## src/rtl/ntp_ctrl_pkg.sv

```systemverilog
// Shared definitions for the operand-stage forwarding control: forward-select
// encodings, instruction field positions and the in-flight tracker entry.
package ntp_ctrl_pkg;

  localparam logic [1:0] FWD_REG = 2'b00;
  localparam logic [1:0] FWD_EX  = 2'b01;
  localparam logic [1:0] FWD_DM  = 2'b10;
  localparam logic [1:0] FWD_WB  = 2'b11;

  localparam int REG_AW = 5;

  localparam int RD_HI = 18;
  localparam int RD_LO = 14;
  localparam int RS_HI = 13;
  localparam int RS_LO = 9;
  localparam int RT_HI = 8;
  localparam int RT_LO = 4;

  typedef struct packed {
    logic              valid;
    logic              wr;
    logic              ld;
    logic [REG_AW-1:0] rd;
  } trk_entry_t;

  // An entry produces register r only if it is live and actually writes.
  function automatic logic entry_hit(input trk_entry_t e, input logic [REG_AW-1:0] r);
    return e.valid & e.wr & (e.rd == r);
  endfunction

endpackage

```

## src/rtl/fwd_prio_sel.sv

```systemverilog
// Picks the forwarding source for one operand address; the youngest in-flight
// producer (T1 over T2 over T3) wins, otherwise the register bank is used.
module fwd_prio_sel
  import ntp_ctrl_pkg::*;
(
  input  logic [REG_AW-1:0] src_i,
  input  trk_entry_t        t1_i,
  input  trk_entry_t        t2_i,
  input  trk_entry_t        t3_i,
  output logic [1:0]        sel_o
);

  always_comb begin
    sel_o = FWD_REG;
    if (entry_hit(t1_i, src_i)) begin
      sel_o = FWD_EX;
    end else if (entry_hit(t2_i, src_i)) begin
      sel_o = FWD_DM;
    end else if (entry_hit(t3_i, src_i)) begin
      sel_o = FWD_WB;
    end
  end

endmodule

```

## src/rtl/operand_forward_ctrl.sv

```systemverilog
// Operand-stage sequencer: tracks three older in-flight destinations, raises a
// one-cycle load-use stall and registers the A/B mux selects for the bank.
module operand_forward_ctrl
  import ntp_ctrl_pkg::*;
#(
  parameter int INS_W  = 24,
  parameter int ADDR_W = 5
) (
  input  logic              clk,
  input  logic              rst,
  input  logic [INS_W-1:0]  ins,
  input  logic              id_valid,
  input  logic              reg_write_id,
  input  logic              load_id,
  input  logic              uses_imm_id,
  input  logic              flush,
  output logic              stall,
  output logic              issue_valid,
  output logic [1:0]        mux_sel_A,
  output logic [1:0]        mux_sel_B,
  output logic              imm_sel,
  output logic [ADDR_W-1:0] rw_ex
);

  logic [REG_AW-1:0] rd_id, rs_id, rt_id;
  logic [1:0]        sel_a, sel_b;
  logic              need_a, need_b, issue;
  logic              unused_ins_bits;

  trk_entry_t        t1_q, t2_q, t3_q, t1_d;
  logic [1:0]        mux_sel_a_q, mux_sel_a_d;
  logic [1:0]        mux_sel_b_q, mux_sel_b_d;
  logic              imm_sel_q, imm_sel_d;
  logic              issue_valid_q;
  logic [ADDR_W-1:0] rw_ex_q;

  assign rd_id = ins[RD_HI:RD_LO];
  assign rs_id = ins[RS_HI:RS_LO];
  assign rt_id = ins[RT_HI:RT_LO];
  assign unused_ins_bits = ^{ins[INS_W-1:RD_HI+1], ins[RT_LO-1:0]};

  fwd_prio_sel u_sel_a (
    .src_i (rs_id),
    .t1_i  (t1_q),
    .t2_i  (t2_q),
    .t3_i  (t3_q),
    .sel_o (sel_a)
  );

  fwd_prio_sel u_sel_b (
    .src_i (rt_id),
    .t1_i  (t1_q),
    .t2_i  (t2_q),
    .t3_i  (t3_q),
    .sel_o (sel_b)
  );

  // A T1 hit is exactly a select of FWD_EX; a load there has no result yet.
  assign need_a = id_valid;
  assign need_b = id_valid & ~uses_imm_id;
  assign stall  = t1_q.ld & ((need_a & (sel_a == FWD_EX)) |
                             (need_b & (sel_b == FWD_EX)));
  assign issue  = id_valid & ~stall;

  always_comb begin
    t1_d        = '0;
    mux_sel_a_d = FWD_REG;
    mux_sel_b_d = FWD_REG;
    imm_sel_d   = 1'b0;
    if (issue) begin
      t1_d.valid  = 1'b1;
      t1_d.wr     = reg_write_id;
      t1_d.ld     = load_id;
      t1_d.rd     = rd_id;
      mux_sel_a_d = sel_a;
      mux_sel_b_d = uses_imm_id ? FWD_REG : sel_b;
      imm_sel_d   = uses_imm_id;
    end
  end

  always_ff @(posedge clk or posedge rst) begin
    if (rst) begin
      t1_q          <= '0;
      t2_q          <= '0;
      t3_q          <= '0;
      mux_sel_a_q   <= FWD_REG;
      mux_sel_b_q   <= FWD_REG;
      imm_sel_q     <= 1'b0;
      issue_valid_q <= 1'b0;
      rw_ex_q       <= '0;
    end else if (flush) begin
      t1_q          <= '0;
      t2_q          <= '0;
      t3_q          <= '0;
      mux_sel_a_q   <= FWD_REG;
      mux_sel_b_q   <= FWD_REG;
      imm_sel_q     <= 1'b0;
      issue_valid_q <= 1'b0;
      rw_ex_q       <= '0;
    end else begin
      t1_q          <= t1_d;
      t2_q          <= t1_q;
      t3_q          <= t2_q;
      mux_sel_a_q   <= mux_sel_a_d;
      mux_sel_b_q   <= mux_sel_b_d;
      imm_sel_q     <= imm_sel_d;
      issue_valid_q <= issue;
      rw_ex_q       <= t1_d.rd;
    end
  end

  assign issue_valid = issue_valid_q;
  assign mux_sel_A   = mux_sel_a_q;
  assign mux_sel_B   = mux_sel_b_q;
  assign imm_sel     = imm_sel_q;
  assign rw_ex       = rw_ex_q;

endmodule

```

## config.mk

```make
export PLATFORM = sky130hd
export DESIGN_NAME = operand_forward_ctrl
export DESIGN_NICKNAME = d
export VERILOG_FILES = /design/src/rtl/ntp_ctrl_pkg.sv /design/src/rtl/fwd_prio_sel.sv /design/src/rtl/operand_forward_ctrl.sv
export SDC_FILE = /design/constraint.sdc
export NUM_CORES = 1
export LEC_CHECK = 0
export ABC_AREA = 1
export CAP_MARGIN = 20
export CORE_ASPECT_RATIO = 0.6
export CORE_MARGIN = 3
export CORE_UTILIZATION = 46
export CTS_CLUSTER_SIZE = 25
export DETAILED_ROUTE_END_ITERATION = 12
export PLACE_DENSITY = 0.74
export SYNTH_ARGS = -nofsm -noshare
export SYNTH_HDL_FRONTEND = slang
export SYNTH_SLANG_ARGS = --single-unit
```

## constraint.sdc

```tcl
create_clock -name clk -period 2.1 [get_ports clk]
set_clock_uncertainty 0.15 [all_clocks]
set_input_delay 0.315 -clock clk [delete_from_list [all_inputs] [get_ports clk]]
set_output_delay 0.315 -clock clk [all_outputs]
set_load 0.01 [all_outputs]
```

==> run_results.csv, run 1 <==
group,metric,value,unit
run_status,status,"finished clean",
setup_path,rr_endpoint,"mux_sel_B[1]",
route,wl,3.39,mm
route,wl_per_cell,11.7,um
synthesis,yosysUniqueCellTypes,20,
floorplan,start_util,50.0,%
route,via_per_inst,4.45,
synthesis,synth_adder_area_share,0,%
cells_and_area,mostFrequentLayoutCell,"nand2_1",
pwr,pwr-share-comb,17.0,%
cells_and_area,drive_gt1_share,15.8,%
placed_design,hpwl,2.67,mm
cells_and_area,final_cell_mix,"nand2_1, inv_1, nor2_1",
pwr,switching_share,25.2,%
setup_path,cp-end-kind,"output port",
clock_tree,numCtsBuffers,3,
global_routing,grt_max_degree,28,
timing,grt_setup_unrepaired,"no",
pwr,power_frac_seq,53.9,%
synthesis,synth_top_area_share,45.6,%
pwr,clkPwrFrac,29.0,%
min_path,worstHoldPathType,"in -> async",
floorplan,core,2970,sq um
pwr,ir_drop,0.498,mV
floorplan,die-width,79.3,um
timing,max_freq,0.518,GHz
global_routing,antenna_found_initial,0,
route,drt_pass1_iterations,4,
floorplan,chipHeight,50.0,um
global_routing,gr-usage-all-layers,18.5,%
synthesis,syn_area_per_cell,7.45,sq um
setup_path,worstPathRequired,1.63,ns
route,drt_iter0_drc,111,
setup_path,worstPathArrival,1.47,ns
synthesis,synth.area.top_cells,"dfrtp_1, nand2_1, inv_1",
synthesis,synth_top_family_by_area,"simple AND/OR/NAND/NOR gates",
clock_tree,clk_path_buf_depth,2,
floorplan,die-area,3960,sq um
cells_and_area,synthToLayoutAreaGrowth,33.1,%
clock_tree,clock_latency,0.27,ns
synthesis,postSynthCellCount,199,
setup_path,crit_start,"rw_ex[4]",
pwr,p_int,753,uW
synthesis,synthMuxAreaShare,0,%
clock_tree,clockRootBuffer,"clkbuf_8",
timing,fin_crit,1.93,ns
setup_path,regToRegSetupSlack,0.58,ns
timing,final_max_slew_viol_count,0,
timing,hold_viol_final,0,
setup_path,crit_path_end,"stall",
synthesis,syn_area,1480,sq um
synthesis,yosysSeqAreaShare,45.6,%
placed_design,place.gp.congestion,0.980,
route,drtAntennaViolNets,0,
setup_path,path_max_fanout,4,
route,vias,1287,
clock_tree,holdBufCountCts,0,
setup_path,r2r-start,"rw_ex[4]",
synthesis,ys_seq_elements,27,
pwr,leakagePower,1.06,nW
cells_and_area,fill_cells,298,
pwr,power_per_cell_area,510,nW/um^2
floorplan,fp-row-count,15,
setup_path,critical_path_class,"reg -> out",
placed_design,io_buffers,33,
placed_design,pre_cts_slack,-0.431,ns
setup_path,start_kind,"register",
global_routing,grt_pass1_vias,1138,
setup_path,r2r_cells,10,
clock_tree,h-tree-depth,1,
clock_tree,cts_tree,"done",
floorplan,ioPinCount,43,
synthesis,synth_top_cell_by_area,"dfrtp_1",
synthesis,synthXorXnorAreaFrac,5.32,%
cells_and_area,layout.nets,279,
timing,setup-violations-final,0,
clock_tree,cts.sinks,27,
synthesis,ys_warn_count,0,
timing,maxSlewHeadroom,77.6,%
cells_and_area,diodes,0,
synthesis,synthesis.nets,230,
synthesis,synth_compound_area_share,4.56,%
route,drc,0,
global_routing,grt_pass1_wl,5.44,mm
pwr,power_switching,253,uW
timing,setup_slack,0.168,ns
timing,finalSetupTns,0,ns
timing,worst_pin_slew,0.336,ns
flow_run,maxCapViolCount,0,
synthesis,yosys.area_share.simple,29.8,%
clock_tree,clk_pin_slew,0.09,ns
global_routing,overflow,0,
timing,finalCritPeriodShare,92.0,%
## layer usage
metal	global-route usage, %	up-vias	part of all wire [%]
met4	4.86	0	1.0
met1	26.8	564	50
met3	6.02	4	9.9
met2	26.5	46	39
li1	-	673	-
met5	0	-	0
## how the worst min path moves through the flow
stage | end | slack [ns] | start | cells after the start
floorplan | imm_sel | 0.22 | rst | 1
global placement | t3_q[7] | 0.32 | t2_q[7] | 2
detailed placement | t3_q[7] | 0.33 | t2_q[7] | 2
finish | t1_q[5] | 0.23 | rst | 3
global route | t1_q[5] | 0.27 | rst | 3
CTS | t1_q[5] | 0.25 | rst | 3
## worst max-delay path, stage by stage (launching register included)
cell and delay [ns]:
dfrtp_1 0.42, inv_2 0.08, nand2_1 0.06, nand2_1 0.05
nand2_1 0.06, nor2_2 0.14, nand3_1 0.08, nand2_1 0.07
nand2_2 0.07, inv_1 0.05, clkbuf_2 0.12
## synth_stat cells
cell type / count
buf_4: 5
nand2_4: 1
clkbuf_1: 1
xnor2_1: 4
inv_1: 40
inv_2: 2
a21oi_1: 5
dfrtp_1: 27
nand4_1: 1
nand3b_1: 3
nand3_1: 6
buf_12: 1
nand2_1: 47
o22ai_1: 2
nor2_2: 10
nand3_2: 1
xor2_1: 5
o21ai_0: 6
nor2_1: 31
nand2_2: 1
## registers in the layout, indices dropped and copies added (netlist names)
signal / cells
imm_sel: 1
issue_valid: 1
mux_sel_A: 2
mux_sel_B: 2
rw_ex: 5
t1_q: 2
t2_q: 7
t3_q: 7
## layout make-up
| type | instances | area (sq um) | area share [%] |
|---|---|---|---|
| Clock buffer | 4 | 45.0 | 2.28 |
| Inverter | 42 | 158 | 7.99 |
| Multi-Input combinational cell | 123 | 591 | 29.9 |
| Sequential cell | 27 | 676 | 34.2 |
| Tap cell | 42 | 52.6 | 2.66 |
| Timing Repair Buffer | 51 | 452 | 22.9 |
## cell families (layout without fill, tap and decap cells)
group | after synthesis | after routing
AND/OR/NAND/NOR | 101 | 101
XOR/XNOR | 9 | 9
AO/OA/AOI/OAI | 13 | 13
buffers and inverters | 49 | 97
flip-flops | 27 | 27
## repair_timing
action | in CTS | in global routing
gates resized for setup | 10 | 5
setup endpoints to repair | 1 | 1
buffers inserted | 0 | 3
pin swaps | 1 | 1
endpoints found under the hold margin | 0 | 0
## power by group through the flow
| stage | Combinational (mW) | Sequential (mW) | Clock (mW) |
|---|---|---|---|
| after floorplan | 0.0834 | 0.551 | 0 |
| after global placement | 0.171 | 0.553 | 0 |
| after detailed placement | 0.173 | 0.553 | 0 |
| after CTS | 0.168 | 0.543 | 0.309 |
| after global routing | 0.190 | 0.544 | 0.322 |
| final | 0.171 | 0.542 | 0.292 |
## through the flow
stage / hold WS [ns] / cells / total power [mW] / cell area, sq um / util [%]
floorplan: 0.218 / 199 / 0.635 / 1480 / -
global placement: 0.322 / 282 / 0.723 / 1920 / 64.6
detailed placement: 0.331 / 282 / 0.726 / 1920 / 64.6
CTS: 0.246 / 286 / 1.02 / 1950 / 65.7
global route: 0.271 / 289 / 1.06 / 1970 / 66.5
finish: 0.233 / 289 / 1.01 / 1970 / 66.5
Power figures use the tool's default switching activity.
==> run 2, diff against run 1 <==
--- a/config.mk
+++ b/config.mk
@@ -9,10 +9,10 @@
 export CAP_MARGIN = 20
 export CORE_ASPECT_RATIO = 0.6
 export CORE_MARGIN = 3
-export CORE_UTILIZATION = 46
+export CORE_UTILIZATION = 50
 export CTS_CLUSTER_SIZE = 25
 export DETAILED_ROUTE_END_ITERATION = 12
-export PLACE_DENSITY = 0.74
+export PLACE_DENSITY = 0.8
 export SYNTH_ARGS = -nofsm -noshare
 export SYNTH_HDL_FRONTEND = slang
 export SYNTH_SLANG_ARGS = --single-unit
==> run 2 against run 1 <==
Global-route usage grew 3.2 points; power grew 2.4%; setup slack lost 0.074 ns; via count grew 7.0%; final cell count grew 0.69%; design area grew 1.5%; combinational power grew 6%; sequential cell count is the same; critical endpoint unchanged; non-clock buffer count grew 4.
==> run_results.csv, run 2 (synthesis gave the netlist of run 1 again) <==
group,metric,value,unit
setup_path,path_max_fanout,2,
setup_path,r2r_cells,8,
pwr,clkPwrFrac,29.7,%
placed_design,io_buffers,33,
cells_and_area,final_cell_mix,"nand2_1, inv_1, nor2_1",
cells_and_area,drive_gt1_share,17.1,%
setup_path,cp-end-kind,"output port",
clock_tree,clock_latency,0.28,ns
placed_design,placed_cells,284,
pwr,p_int,758,uW
cells_and_area,mostFrequentLayoutCell,"nand2_1",
global_routing,grt_max_degree,28,
placed_design,placed_area,1940,sq um
route,drc,0,
min_path,worstHoldPathType,"in -> async",
pwr,pwr-share-comb,17.6,%
timing,worst_pin_slew,0.331,ns
clock_tree,numCtsBuffers,3,
flow_run,maxCapViolCount,0,
floorplan,die-area,3680,sq um
floorplan,chipHeight,48.2,um
cells_and_area,synthToLayoutAreaGrowth,35.0,%
placed_design,place.gp.congestion,0.931,
placed_design,pre_cts_slack,-0.366,ns
pwr,power_per_cell_area,515,nW/um^2
global_routing,grt_pass1_vias,1301,
global_routing,overflow,0,
cells_and_area,layout.nets,283,
setup_path,worstPathArrival,1.54,ns
timing,setup-violations-final,0,
setup_path,rr_endpoint,"mux_sel_B[1]",
clock_tree,clk_path_buf_depth,2,
timing,grt_setup_unrepaired,"no",
pwr,power_frac_seq,52.7,%
timing,final_max_slew_viol_count,0,
timing,finalCritPeriodShare,95.5,%
route,wl_per_cell,12.8,um
timing,finalSetupTns,0,ns
placed_design,hpwl,2.88,mm
setup_path,start_kind,"input pin",
global_routing,grt_pass1_wl,5.97,mm
route,drtAntennaViolNets,0,
route,via_per_inst,4.73,
timing,max_freq,0.498,GHz
timing,setup_slack,0.0940,ns
pwr,leakagePower,1.06,nW
route,drt_pass1_iterations,4,
route,vias,1377,
setup_path,worstPathRequired,1.63,ns
timing,hold_viol_final,0,
pwr,power_switching,272,uW
clock_tree,h-tree-depth,1,
route,wl,3.73,mm
setup_path,r2r-start,"rw_ex[1]",
cells_and_area,final_cells,291,
cells_and_area,final_area,2000,sq um
pwr,ir_drop,0.410,mV
setup_path,critical_path_class,"in -> out",
floorplan,start_util,55.7,%
floorplan,ioPinCount,43,
pwr,switching_share,26.4,%
clock_tree,clockRootBuffer,"clkbuf_8",
global_routing,antenna_found_initial,0,
floorplan,die-width,76.3,um
route,drt_iter0_drc,109,
run_status,status,"finished clean",
timing,maxSlewHeadroom,77.9,%
clock_tree,cts.sinks,27,
cells_and_area,diodes,0,
clock_tree,cts_tree,"done",
clock_tree,clk_pin_slew,0.09,ns
global_routing,gr-usage-all-layers,21.7,%
floorplan,core,2660,sq um
floorplan,fp-row-count,14,
timing,fin_crit,2.01,ns
setup_path,regToRegSetupSlack,0.47,ns
-- run 2: cell types whose count changed in the layout (fill, tap and decap cells not counted), sizes merged --
cell	change
clkdlybuf4s50	+3
dlymetal6s2s	-1
clkinvlp	+1
clkbuf	-2
buf	+5
dlygate4sd2	-2
-- run 2: stage by stage --
stage                     hold slack, ns  util (%)  total power, mW
after floorplan                    0.218         -            0.635
after global placement             0.335      73.0            0.729
after detailed placement           0.341      73.0            0.734
after CTS                          0.250      74.6             1.03
after global routing               0.271      75.2             1.07
final                              0.233      75.2             1.03
-- run 2: what timing repair did --
item                                   CTS  global route
endpoints found under the hold margin    0             0
setup endpoints to repair                1             1
hold buffers                             0             0
buffers inserted                         0             3
pin swaps                                0             3
gates resized for setup                 10             3
cloned                                   0             0
-- run 2: power groups by stage --
stage / clock network (mW) / registers, mW / logic, mW
2_1_floorplan: 0 / 0.551 / 0.0834
3_3_place_gp: 0 / 0.552 / 0.176
3_5_place_dp: 0 / 0.553 / 0.181
4_1_cts: 0.307 / 0.543 / 0.177
5_1_grt: 0.330 / 0.545 / 0.200
6_report: 0.306 / 0.543 / 0.181
-- run 2: worst max-delay path, stage by stage --
cell and delay (ns):
clkdlybuf4s50_1 0.49, xor2_1 0.19, nor2_1 0.13, nand3_2 0.09, nand2_1 0.09, nand2_2 0.07
inv_1 0.05, buf_2 0.12
-- run 2: final cells by class --
class	instances	area [sq um]
sequential	27	676
fill	213	661
multi-input combinational	123	588
timing repair buffer	55	482
inverter	42	158
tap	40	50.0
clock buffer	3	41.3
clock inverter	1	7.51
-- run 2: routing by layer --
metal,global-route usage [%],wire [um],up-vias
li1,-,-,684
met1,27.9,1620,609
met2,37.3,1590,78
met3,6.09,459,6
met4,6.86,51,0
met5,0,0,-
-- run 2: worst max-delay path by stage --
| stage | depth (start not counted) | slack, ns | endpoint | start |
|---|---|---|---|---|
| floorplan | 8 | 0.63 | stall | issue_valid |
| global placement | 10 | -0.32 | stall | ins[5] |
| detailed placement | 10 | -0.37 | stall | ins[12] |
| CTS | 8 | 0.01 | stall | ins[10] |
| global route | 8 | 0.02 | stall | rw_ex[1] |
| finish | 8 | 0.09 | stall | ins[11] |
